`src/rtl/muldiv_unit.sv`:
```
// muldiv_unit: iterative shared multiply/divide engine producing HI/LO for MULT, MULTU, DIV, DIVU.
// Optional build macro MULDIV_EARLY_EXIT_EN: multiplies leave RUN once the remaining multiplier bits are zero.
module muldiv_unit #(
  parameter int WIDTH = 32
) (
  input  logic             clk,
  input  logic             reset,
  input  logic             start,
  input  logic [1:0]       op,
  input  logic [WIDTH-1:0] a,
  input  logic [WIDTH-1:0] b,
  output logic             busy,
  output logic             done,
  output logic             div_zero,
  output logic [WIDTH-1:0] hi,
  output logic [WIDTH-1:0] lo
);
  localparam int CW = $clog2(WIDTH);
  localparam logic [CW-1:0] LAST = CW'(WIDTH - 1);

  typedef enum logic [1:0] {IDLE = 2'b00, RUN = 2'b01, FIX = 2'b10, DONE = 2'b11} state_e;

  state_e             state_q, state_d;
  logic [CW-1:0]      cnt_q, cnt_d;
  logic               is_div_q, is_div_d;
  logic               neg_lo_q, neg_lo_d;  // sign of product (mult) or quotient (div)
  logic               neg_hi_q, neg_hi_d;
  logic [2*WIDTH-1:0] acc_q, acc_d;
  logic [2*WIDTH-1:0] sh_q, sh_d;
  logic [WIDTH-1:0]   qr_q, qr_d;
  logic [WIDTH-1:0]   hi_q, hi_d, lo_q, lo_d;
  logic               div0_q, div0_d;
  logic               busy_q, done_q;

  logic               a_neg, b_neg, last_step;
  logic [WIDTH-1:0]   a_mag, b_mag;
  logic [WIDTH:0]     trial;

  function automatic logic [WIDTH-1:0] cneg(input logic neg, input logic [WIDTH-1:0] v);
    return neg ? -v : v;
  endfunction

  assign a_neg = ~op[0] & a[WIDTH-1];
  assign b_neg = ~op[0] & b[WIDTH-1];
  assign a_mag = cneg(a_neg, a);
  assign b_mag = cneg(b_neg, b);
  // Restoring-division trial: shift next dividend bit into the partial remainder, subtract divisor.
  assign trial = {acc_q[WIDTH-1:0], qr_q[WIDTH-1]} - {1'b0, sh_q[WIDTH-1:0]};

`ifdef MULDIV_EARLY_EXIT_EN
  assign last_step = (cnt_q == LAST) || (!is_div_q && (qr_q[WIDTH-1:1] == '0));
`else
  assign last_step = (cnt_q == LAST);
`endif

  // Next-state and datapath step logic.
  always_comb begin
    state_d  = state_q;
    cnt_d    = cnt_q;
    is_div_d = is_div_q;
    neg_lo_d = neg_lo_q;
    neg_hi_d = neg_hi_q;
    acc_d    = acc_q;
    sh_d     = sh_q;
    qr_d     = qr_q;
    hi_d     = hi_q;
    lo_d     = lo_q;
    div0_d   = div0_q;
    case (state_q)
      IDLE: begin
        if (start) begin
          is_div_d = op[1];
          neg_lo_d = a_neg ^ b_neg;
          neg_hi_d = a_neg;
          cnt_d    = '0;
          acc_d    = '0;
          if (op[1]) begin
            sh_d = {{WIDTH{1'b0}}, b_mag};
            qr_d = a_mag;
          end else begin
            sh_d = {{WIDTH{1'b0}}, a_mag};
            qr_d = b_mag;
          end
          if (op[1] && (b == '0)) begin
            div0_d  = 1'b1;
            state_d = DONE;
          end else begin
            state_d = RUN;
          end
        end else begin
          state_d = IDLE;
        end
      end
      RUN: begin
        cnt_d = cnt_q + CW'(1);
        if (is_div_q) begin
          qr_d  = {qr_q[WIDTH-2:0], ~trial[WIDTH]};
          acc_d = {{WIDTH{1'b0}},
                   trial[WIDTH] ? {acc_q[WIDTH-2:0], qr_q[WIDTH-1]} : trial[WIDTH-1:0]};
        end else begin
          if (qr_q[0]) begin
            acc_d = acc_q + sh_q;
          end else begin
            acc_d = acc_q;
          end
          sh_d = sh_q << 1;
          qr_d = qr_q >> 1;
        end
        if (last_step) begin
          state_d = FIX;
        end else begin
          state_d = RUN;
        end
      end
      FIX: begin
        if (is_div_q) begin
          lo_d = cneg(neg_lo_q, qr_q);
          hi_d = cneg(neg_hi_q, acc_q[WIDTH-1:0]);
        end else begin
          {hi_d, lo_d} = neg_lo_q ? -acc_q : acc_q;
        end
        div0_d  = 1'b0;
        state_d = DONE;
      end
      DONE:    state_d = IDLE;
      default: state_d = IDLE;
    endcase
  end

  // State, datapath and output registers.
  always_ff @(posedge clk or posedge reset) begin
    if (reset) begin
      state_q  <= IDLE;
      cnt_q    <= '0;
      is_div_q <= 1'b0;
      neg_lo_q <= 1'b0;
      neg_hi_q <= 1'b0;
      acc_q    <= '0;
      sh_q     <= '0;
      qr_q     <= '0;
      hi_q     <= '0;
      lo_q     <= '0;
      div0_q   <= 1'b0;
      busy_q   <= 1'b0;
      done_q   <= 1'b0;
    end else begin
      state_q  <= state_d;
      cnt_q    <= cnt_d;
      is_div_q <= is_div_d;
      neg_lo_q <= neg_lo_d;
      neg_hi_q <= neg_hi_d;
      acc_q    <= acc_d;
      sh_q     <= sh_d;
      qr_q     <= qr_d;
      hi_q     <= hi_d;
      lo_q     <= lo_d;
      div0_q   <= div0_d;
      busy_q   <= (state_d != IDLE);
      done_q   <= (state_d == DONE);
    end
  end

  assign busy     = busy_q;
  assign done     = done_q;
  assign div_zero = div0_q;
  assign hi       = hi_q;
  assign lo       = lo_q;
endmodule

```
`config.mk`:
```
export PLATFORM = sky130hd
export DESIGN_NAME = muldiv_unit
export DESIGN_NICKNAME = d
export VERILOG_FILES = /design/src/rtl/muldiv_unit.sv
export SDC_FILE = /design/constraint.sdc
export NUM_CORES = 1
export LEC_CHECK = 0
export ABC_AREA = 1
export CAP_MARGIN = 20
export CORE_MARGIN = 4
export CORE_UTILIZATION = 35
export CTS_CLUSTER_SIZE = 10
export DETAILED_ROUTE_END_ITERATION = 8
export SETUP_SLACK_MARGIN = 0.05
export SLEW_MARGIN = 0
export SYNTH_ARGS = -nofsm -noshare
export SYNTH_HDL_FRONTEND = slang
export SYNTH_SLANG_ARGS = --single-unit
export TNS_END_PERCENT = 100
```
`constraint.sdc`:
```
create_clock -name clk -period 10.3 [get_ports clk]
set_clock_uncertainty 0.15 [all_clocks]
set_input_delay 1.545 -clock clk [delete_from_list [all_inputs] [get_ports clk]]
set_output_delay 1.545 -clock clk [all_outputs]
set_load 0.03 [all_outputs]
```
======== Word-level counts from Yosys, hierarchy flattened ========
Cells that the tools add are included.
word-level totals
  output and inout bits ................... 67
  input bits .............................. 69
  register bits after elaboration ......... 237
cells by class
  mux-type cells .......................... 29
  add/subtract/negate cells ............... 8
  eq/ne operators ......................... 9
  bitwise operators ....................... 5
  reductions and logical operators ........ 11
operators by type and width
  cell                                           count
  2-to-1 mux 64 bit                              6
  2-to-1 mux 32 bit                              11
  one-hot mux 64 bit (2 select lines)            2
  negation 32 bit                                4
  adder 64 bit                                   1
  negation 64 bit                                1
  one-hot mux 32 bit (2 select lines)            1
  subtractor 33 x 32 -> 33 bit                   1
  zero test 32 bit                               1
  one-hot mux 5 bit (2 select lines)             1
  AND reduction 3 bit                            3
  one-hot mux 2 bit (4 select lines)             1
  == test 2 bit, second input constant           3
  2-to-1 mux 2 bit                               3
  != test 2 bit, second input constant           3
  nonzero test 2 bit                             3
  adder 5 x 1 -> 5 bit, second input constant    1
  == test 5 bit, second input constant           1
  2-to-1 mux 5 bit                               1
  AND reduction 2 bit                            2
  != test 3 bit, second input constant           1
  bitwise AND 1 bit                              2
  == test 2 x 1 -> 1 bit, second input constant  1
  zero test 2 bit                                1
  other kinds (5)                                7

======== Logic depth before layout (Yosys ltp) ========
Gate-level depths: netlist of the first run.
  depth in word-level cells ............... 6
  mapped depth ............................ 19

======== Least setup slack after synthesis of the first run ========
OpenSTA, ideal clock, no wires.
  kind .................................... in2reg
  from .................................... input port b[1]
  to ...................................... register qr_q[14]
  buffers on the path ..................... 0
  arrival time ............................ 2.865 ns
  setup slack ............................. 7.155 ns
  data required time ...................... 10.020 ns
  stages .................................. 10
  path through ............................ inv_1 > ha_1 > nand3_2 > nor2_1 > nand2_1 > o21ai_0 > xor2_1 > or2_2 > o211ai_1 > nand3_1
on the way
  longest elaborated chain between the ends .. 5
RTL lines
  what                                 line  source
  from (decl)                          11    input logic [WIDTH-1:0] b,
  negation 32 bit                      40    return neg ? -v : v;
  2-to-1 mux 32 bit                    40
  2-to-1 mux 32 bit                    77    if (op[1]) begin
  2-to-1 mux 32 bit                    71    if (start) begin
  one-hot mux 32 bit (2 select lines)  69    case (state_q)
  to (signal assigned)                 154   qr_q <= qr_d;
  to (decl)                            30    logic [WIDTH-1:0] qr_q, qr_d;
Every way passes these cells. The select of a mux whose other input is x is not followed.
A chain may end at the register's enable or synchronous reset.

======== Worst setup path in the final report of the first run ========
  from .................................... register state_q[0]
  to ...................................... register acc_q[0]
on the way
  longest elaborated chain between the ends .. 3
  elaborated cells on any way between the ends .. 7
RTL lines
  what                                                              line  source
  from (decl)                                                       23    state_e state_q, state_d;
  from (signal assigned)                                            147   state_q <= state_d;
  == test 2 x 1 -> 1 bit / zero test 2 bit (equally long branches)  69
  != test 3 bit (no line) (tied with other cells)                   n/a
  AND reduction 3 bit (no line)                                     n/a
  to (signal assigned)                                              138   acc_q <= '0;
  to (signal assigned)                                              152   acc_q <= acc_d;
  to (decl)                                                         28    logic [2*WIDTH-1:0] acc_q, acc_d;
Parallel ways exist; a longest one is shown, timed or not.

==> impl_metrics.yaml, run 1 <==
run_status:
  status: "complete, no violations"
min_path:
  hold_start: "lo[23]"
  hp-class: "reg -> reg"
clock_tree:
  clk-insertion-delay-late_ns: 0.61
  cts_hold_buffers: 0
  post_cts_resized: 0
  cts_tree: "built"
  cts-root-buf: "clkbuf_16"
  cts.sinks: 237
  h-tree-depth: 1
  numCtsBuffers: 30
  cts.clk_slew.worst_paths_ns: 0.06
  clockBufferDepth: 3
  post_cts_buffers: 0
power_and_ir_drop:
  ir_worst_vdd_uv: 155
  power_frac_seq_pct: 20.2
  p_clk_share_pct: 10.1
  cellInternalPower_w: 0.00422
  p_leak_nw: 14.2
  p_comb_share_pct: 69.7
  powerDensity_nw_per_um2: 368
  switching_share_pct: 59.2
  p_sw_w: 0.00611
sta:
  tns_ns: 0
  worst_pin_slew_ns: 1.12
  finalCritPeriodShare_pct: 38.0
  timing.hold.ws_ns: 0.327
  hold_viol: 0
  slew_violations: 0
  max-slew-margin-rel_pct: 25.1
  rsz0062_at_grt: "no"
  setup_violations: 0
  fin_ws_ns: 6.39
  fmax_mhz: 256
  min_period_ns: 3.91
synth:
  synth_top_cell_area_share_pct: 23.7
  synth_cells: 4352
  synthTopCellsByArea: "dfrtp_1 24%, nand2_1 21%, inv_1 9.8%"
  synth_area_sq_um: 25000
  yosys_warnings: 0
  ys_seq_area_share_pct: 23.7
  ys_types: 54
  async_reset_ff_share_pct: 100
  synth-seq-cells: 237
  syn-mean-instance-area_sq_um: 5.74
  synth_enable_flop_cells: 0
  synth_ff_type: "dfrtp_1"
  synth_top_area_cell: "dfrtp_1"
  syn_nets: 4524
die:
  start_util_pct: 35.5
  dieArea_sq_um: 75700
  core_sq_um: 70400
  ios: 136
  rows: 97
  fp.dieW_um: 275
  dieHeight_um: 275
flow_run:
  maxCapViolCount: 0
critical_path:
  crit_path_max_fanout: 77
  start_kind: "flop"
  cp.arrival_ns: 4.31
  cp-end-kind: "flop"
  crit_type: "reg -> reg"
  critical_path_required_ns: 10.70
  crit_path_start: "state_q[0]"
  r2r_start: "state_q[0]"
route:
  drt-met1-wl_mm: 48.0
  vias: 28700
  met3_length_mm: 10.2
  post_drt_wl_per_cell_um: 19.6
  finalWirelength_mm: 105
  drt-initial-drc-count: 3201
  top_layer_used: "met4"
  ant_nets: 0
  wl_met2_mm: 43.6
  drcViolationCount: 0
  firstDrtPassIters: 6
  via_per_inst: 5.36
global_routing:
  antenna_found_initial: 1
  grt_pass1_wl_mm: 158
  grt_pass1_vias: 26200
  globalRouteTotalUtil_pct: 27.0
  grt_overflow_total: 0
  grt_start_max_net_pins: 114
cells_and_area:
  fin_nets: 4576
  syn_to_final_growth_pct: 12.3
  layout_commonest_cell: "nand2_1"
  final_cells: 5361
  drive_gt1_share_pct: 3.05
  layout_common_cells: "1,406 x nand2_1, 652 x inv_1, 465 x nor2_1"
  antenna_cells: 0
  final_area_sq_um: 28100
  nFillCells: 7774
placement:
  place_ws_ns: 5.97
  dpl_cell_area_sq_um: 27100
  dp.cells: 5312
  place_hpwl_mm: 84.4
  gp_congestion: 1.00
  port_buffers: 135
-- synthesized netlist by cell type, drive strengths merged, types with 52 or more instances --
| library cell | count |
|---|---|
| nand2 | 1420 |
| o21ai | 219 |
| o211ai | 52 |
| a21oi | 273 |
| nand3 | 427 |
| dfrtp | 237 |
| clkbuf | 81 |
| nor2 | 490 |
| buf | 56 |
| inv | 665 |
| xor2 | 55 |
| nand4 | 55 |
| ha | 101 |
-- per-stage QoR --
stage / power, W / util (%)
after detailed placement: 0.00909 / 38.6
final: 0.0103 / 39.9
after floorplan: 0.00678 / -
after global routing: 0.0112 / 39.9
after global placement: 0.00903 / 38.5
after CTS: 0.0102 / 39.9
-- critical path, cell delays in order, from the launching register on --
cell     delay, ns
dfrtp_1       0.42
inv_2         0.09
nor2_4        0.05
inv_2         0.08
buf_4         0.66
nor2_1        0.08
buf_4         0.23
nor2_1        0.30
inv_2         0.33
nor2_4        0.14
buf_4         0.59
inv_1         0.29
o21ai_0       0.23
inv_1         0.06
nand2_1       0.06
-- flip-flops by register name, summed over array words and instances (netlist names) --
name,count
done,1
qr_q,32
busy,1
lo,32
hi,32
neg_hi_q,1
state_q,2
acc_q,64
div_zero,1
neg_lo_q,1
cnt_q,5
is_div_q,1
sh_q,64
-- layer usage --
layer  global-route usage (%)  vias to the layer above
li1                         -                    14000
met1                     39.9                    13300
met2                     40.3                     1283
met3                     4.28                      153
met4                     8.14                        0
met5                        0                        -
-- power by group through the flow --
stage                     Sequential (W)  Clock [W]  Combinational, W
after floorplan                  0.00194          0           0.00485
after global placement           0.00206          0           0.00697
after detailed placement         0.00207          0           0.00702
after CTS                        0.00205    0.00106           0.00705
after global routing             0.00212    0.00109           0.00798
final                            0.00209    0.00104           0.00721
-- cell type report --
class,count,area [sq um],area share (%)
sequential,237,5940,21.2
tap,940,1180,4.19
timing repair buffer,157,1530,5.46
clock inverter,6,91.3,0.325
clock buffer,43,830,2.96
inverter,667,2510,8.95
multi-input combinational,3311,16000,57.0
-- final timing paths --
| kind | cells past startpoint | slack [ns] | endpoint |
|---|---|---|---|
| setup / recovery | 14 | 6.39 | acc_q[0] |
| hold / removal | 2 | 0.33 | lo[23] |
| setup reg to reg | 14 | 6.39 | acc_q[0] |
| hold reg to reg | 2 | 0.33 | lo[23] |
| max in group asynchronous | 3 | 7.21 | acc_q[18] |
| min in group asynchronous | 2 | 1.33 | acc_q[49] |
-- kinds of logic after synthesis --
family	Yosys count	synth area share (%)
compound gates	669	15.0
xor+xnor	73	2.56
fa+ha+maj	103	5.22
buf+inv	804	12.4
flops	237	23.7
simple gates	2466	41.0
Power figures use the tool's default switching activity.
==> run 2, diff against run 1 <==
==> constraint.sdc (replaced) <==
create_clock -name clk -period 3.69 [get_ports clk]
set_clock_uncertainty 0.15 [all_clocks]
set_input_delay 0.5535 -clock clk [delete_from_list [all_inputs] [get_ports clk]]
set_output_delay 0.5535 -clock clk [all_outputs]
set_load 0.03 [all_outputs]
==> run 2 against run 1 <==
Fmax increased by 25%. First-iteration DRC count decreased by 7.7%. Clock-buffer cell count decreased by 5. Sequential share of layout area decreased by 0.16 points. Critical endpoint is now acc_q[10]. Largest cell class unchanged. Largest power group unchanged.
==> impl_metrics.yaml, run 2 (synthesis gave the netlist of run 1 again) <==
clock_tree:
  clk-insertion-delay-late_ns: 0.59
  numCtsBuffers: 29
  cts_hold_buffers: 0
  post_cts_buffers: 0
  cts_tree: "built"
  cts.clk_slew.worst_paths_ns: 0.06
  h-tree-depth: 1
  cts-root-buf: "clkbuf_16"
  clockBufferDepth: 3
  cts.sinks: 237
  post_cts_resized: 0
power_and_ir_drop:
  cellInternalPower_w: 0.0118
  powerDensity_nw_per_um2: 1020
  switching_share_pct: 59.0
  power.total_w: 0.0289
  power_frac_seq_pct: 19.6
  p_comb_share_pct: 70.8
  p_sw_w: 0.0171
  p_leak_nw: 14.3
  p_clk_share_pct: 9.6
  ir_worst_vdd_uv: 465
placement:
  gp_congestion: 1.00
  place_hpwl_mm: 87.6
  dpl_cell_area_sq_um: 27400
  port_buffers: 135
  place_ws_ns: 0.560
route:
  post_drt_wl_per_cell_um: 20.0
  ant_nets: 0
  drt-initial-drc-count: 2955
  firstDrtPassIters: 7
  via_per_inst: 5.34
  vias: 28700
  drcViolationCount: 0
  finalWirelength_mm: 108
global_routing:
  grt_overflow_total: 0
  grt_pass1_wl_mm: 162
  grt_pass1_vias: 26500
  antenna_found_initial: 4
  globalRouteTotalUtil_pct: 27.7
  grt_start_max_net_pins: 126
critical_path:
  start_kind: "flop"
  critical_path_required_ns: 4.06
  crit_path_max_fanout: 34
  cp.arrival_ns: 3.49
  crit_top_cell: "nand2_2"
  path_cells: "inv_1 > ha_1 > fa_1 > inv_1 > nand2_1 > nand2_1 > nand3_1 > nand2_2 > nand2_2 > nand2_2 > nand2_2 > nand2_2 > nand2_2 > nand2_4 > nand2_1 > nand3_1 > nand2_1 > nand2_1"
  worst_path_max_delay_cell: "fa_1"
  r2r_start: "qr_q[31]"
  cp-end-kind: "flop"
  crit_type: "reg -> reg"
  worst-path-buf-inv: 2
  worst-r2r-setup-slack_ns: 0.57
  crit_family: "simple AND/OR/NAND/NOR gates"
  r2r_cells: 18
  r2r_end: "acc_q[10]"
  slowest_delay_ns: 0.41
die:
  core_sq_um: 70400
  dieHeight_um: 275
  dieArea_sq_um: 75700
  fp.dieW_um: 275
  rows: 97
  ios: 136
  start_util_pct: 35.5
flow_run:
  maxCapViolCount: 0
sta:
  setup_violations: 0
  slew_violations: 0
  max-slew-margin-rel_pct: 31.3
  fin_ws_ns: 0.571
  hold_viol: 0
  rsz0062_at_grt: "no"
  fmax_mhz: 321
  min_period_ns: 3.12
  finalCritPeriodShare_pct: 84.5
  worst_pin_slew_ns: 1.03
run_status:
  status: "complete, no violations"
cells_and_area:
  syn_to_final_growth_pct: 13.2
  fin_nets: 4600
  layout_common_cells: "1,406 x nand2_1, 652 x inv_1, 465 x nor2_1"
  fin_util_pct: 40.2
  layout_commonest_cell: "nand2_1"
  reg_top3: "acc_q: 64 flops, sh_q: 64 flops"
  final_area_sq_um: 28300
  drive_gt1_share_pct: 3.54
min_path:
  hp-class: "in -> async"
[run 2: layout make-up]
| type | count | area (sq um) |
|---|---|---|
| diodes | 1 | 2.50 |
| clock buffers | 38 | 790 |
| clock inverters | 4 | 73.8 |
| fillers | 7864 | 42100 |
| inverters | 667 | 2510 |
| multi-input cells | 3311 | 16000 |
| flip-flops and latches | 237 | 5940 |
| well taps | 940 | 1180 |
| repair buffers | 182 | 1810 |
[run 2: layer usage]
layer / up-vias / track usage (%) / share of wire (%)
met3: 149 / 3.26 / 8.0
met5: - / 0 / 0
met2: 1167 / 42.1 / 42
met4: 0 / 8.76 / 3.6
li1: 14100 / - / -
met1: 13300 / 40.8 / 46
[run 2: worst register-to-register path: stages, from the launching register on]
cell and delay, ns:
dfrtp_1 0.39, inv_1 0.15, ha_1 0.24, fa_1 0.41, inv_1 0.14, nand2_1 0.07
nand2_1 0.14, nand3_1 0.11, nand2_2 0.14, nand2_2 0.06, nand2_2 0.08, nand2_2 0.08
nand2_2 0.08, nand2_2 0.07, nand2_4 0.33, nand2_1 0.12, nand3_1 0.09, nand2_1 0.13
nand2_1 0.08
[run 2: through the flow]
stage          std cells  hold WS, ns  TNS [ns]
6_report            5380       0.0750         0
5_1_grt             5379       0.0866         0
4_1_cts             5378        0.309         0
3_5_place_dp        5336        0.316         0
3_3_place_gp        5336        0.314         0
2_1_floorplan       4352        0.322    -28.29
[run 2: how the worst max path moves through the flow]
stage                          from        end  depth (start not counted)
after floorplan               reset   acc_q[0]                          1
after global placement         b[0]   qr_q[18]                         12
after detailed placement       b[0]   qr_q[18]                         12
after CTS                  qr_q[31]  acc_q[28]                         19
after global routing      acc_q[17]  acc_q[26]                         13
final                      qr_q[31]  acc_q[10]                         18
[run 2: power by group through the flow]
stage	Combinational, W	Clock [W]	Sequential, W
floorplan	0.0135	0	0.00540
global placement	0.0199	0	0.00561
detailed placement	0.0200	0	0.00563
CTS	0.0201	0.00284	0.00559
global route	0.0227	0.00294	0.00576
finish	0.0205	0.00279	0.00566
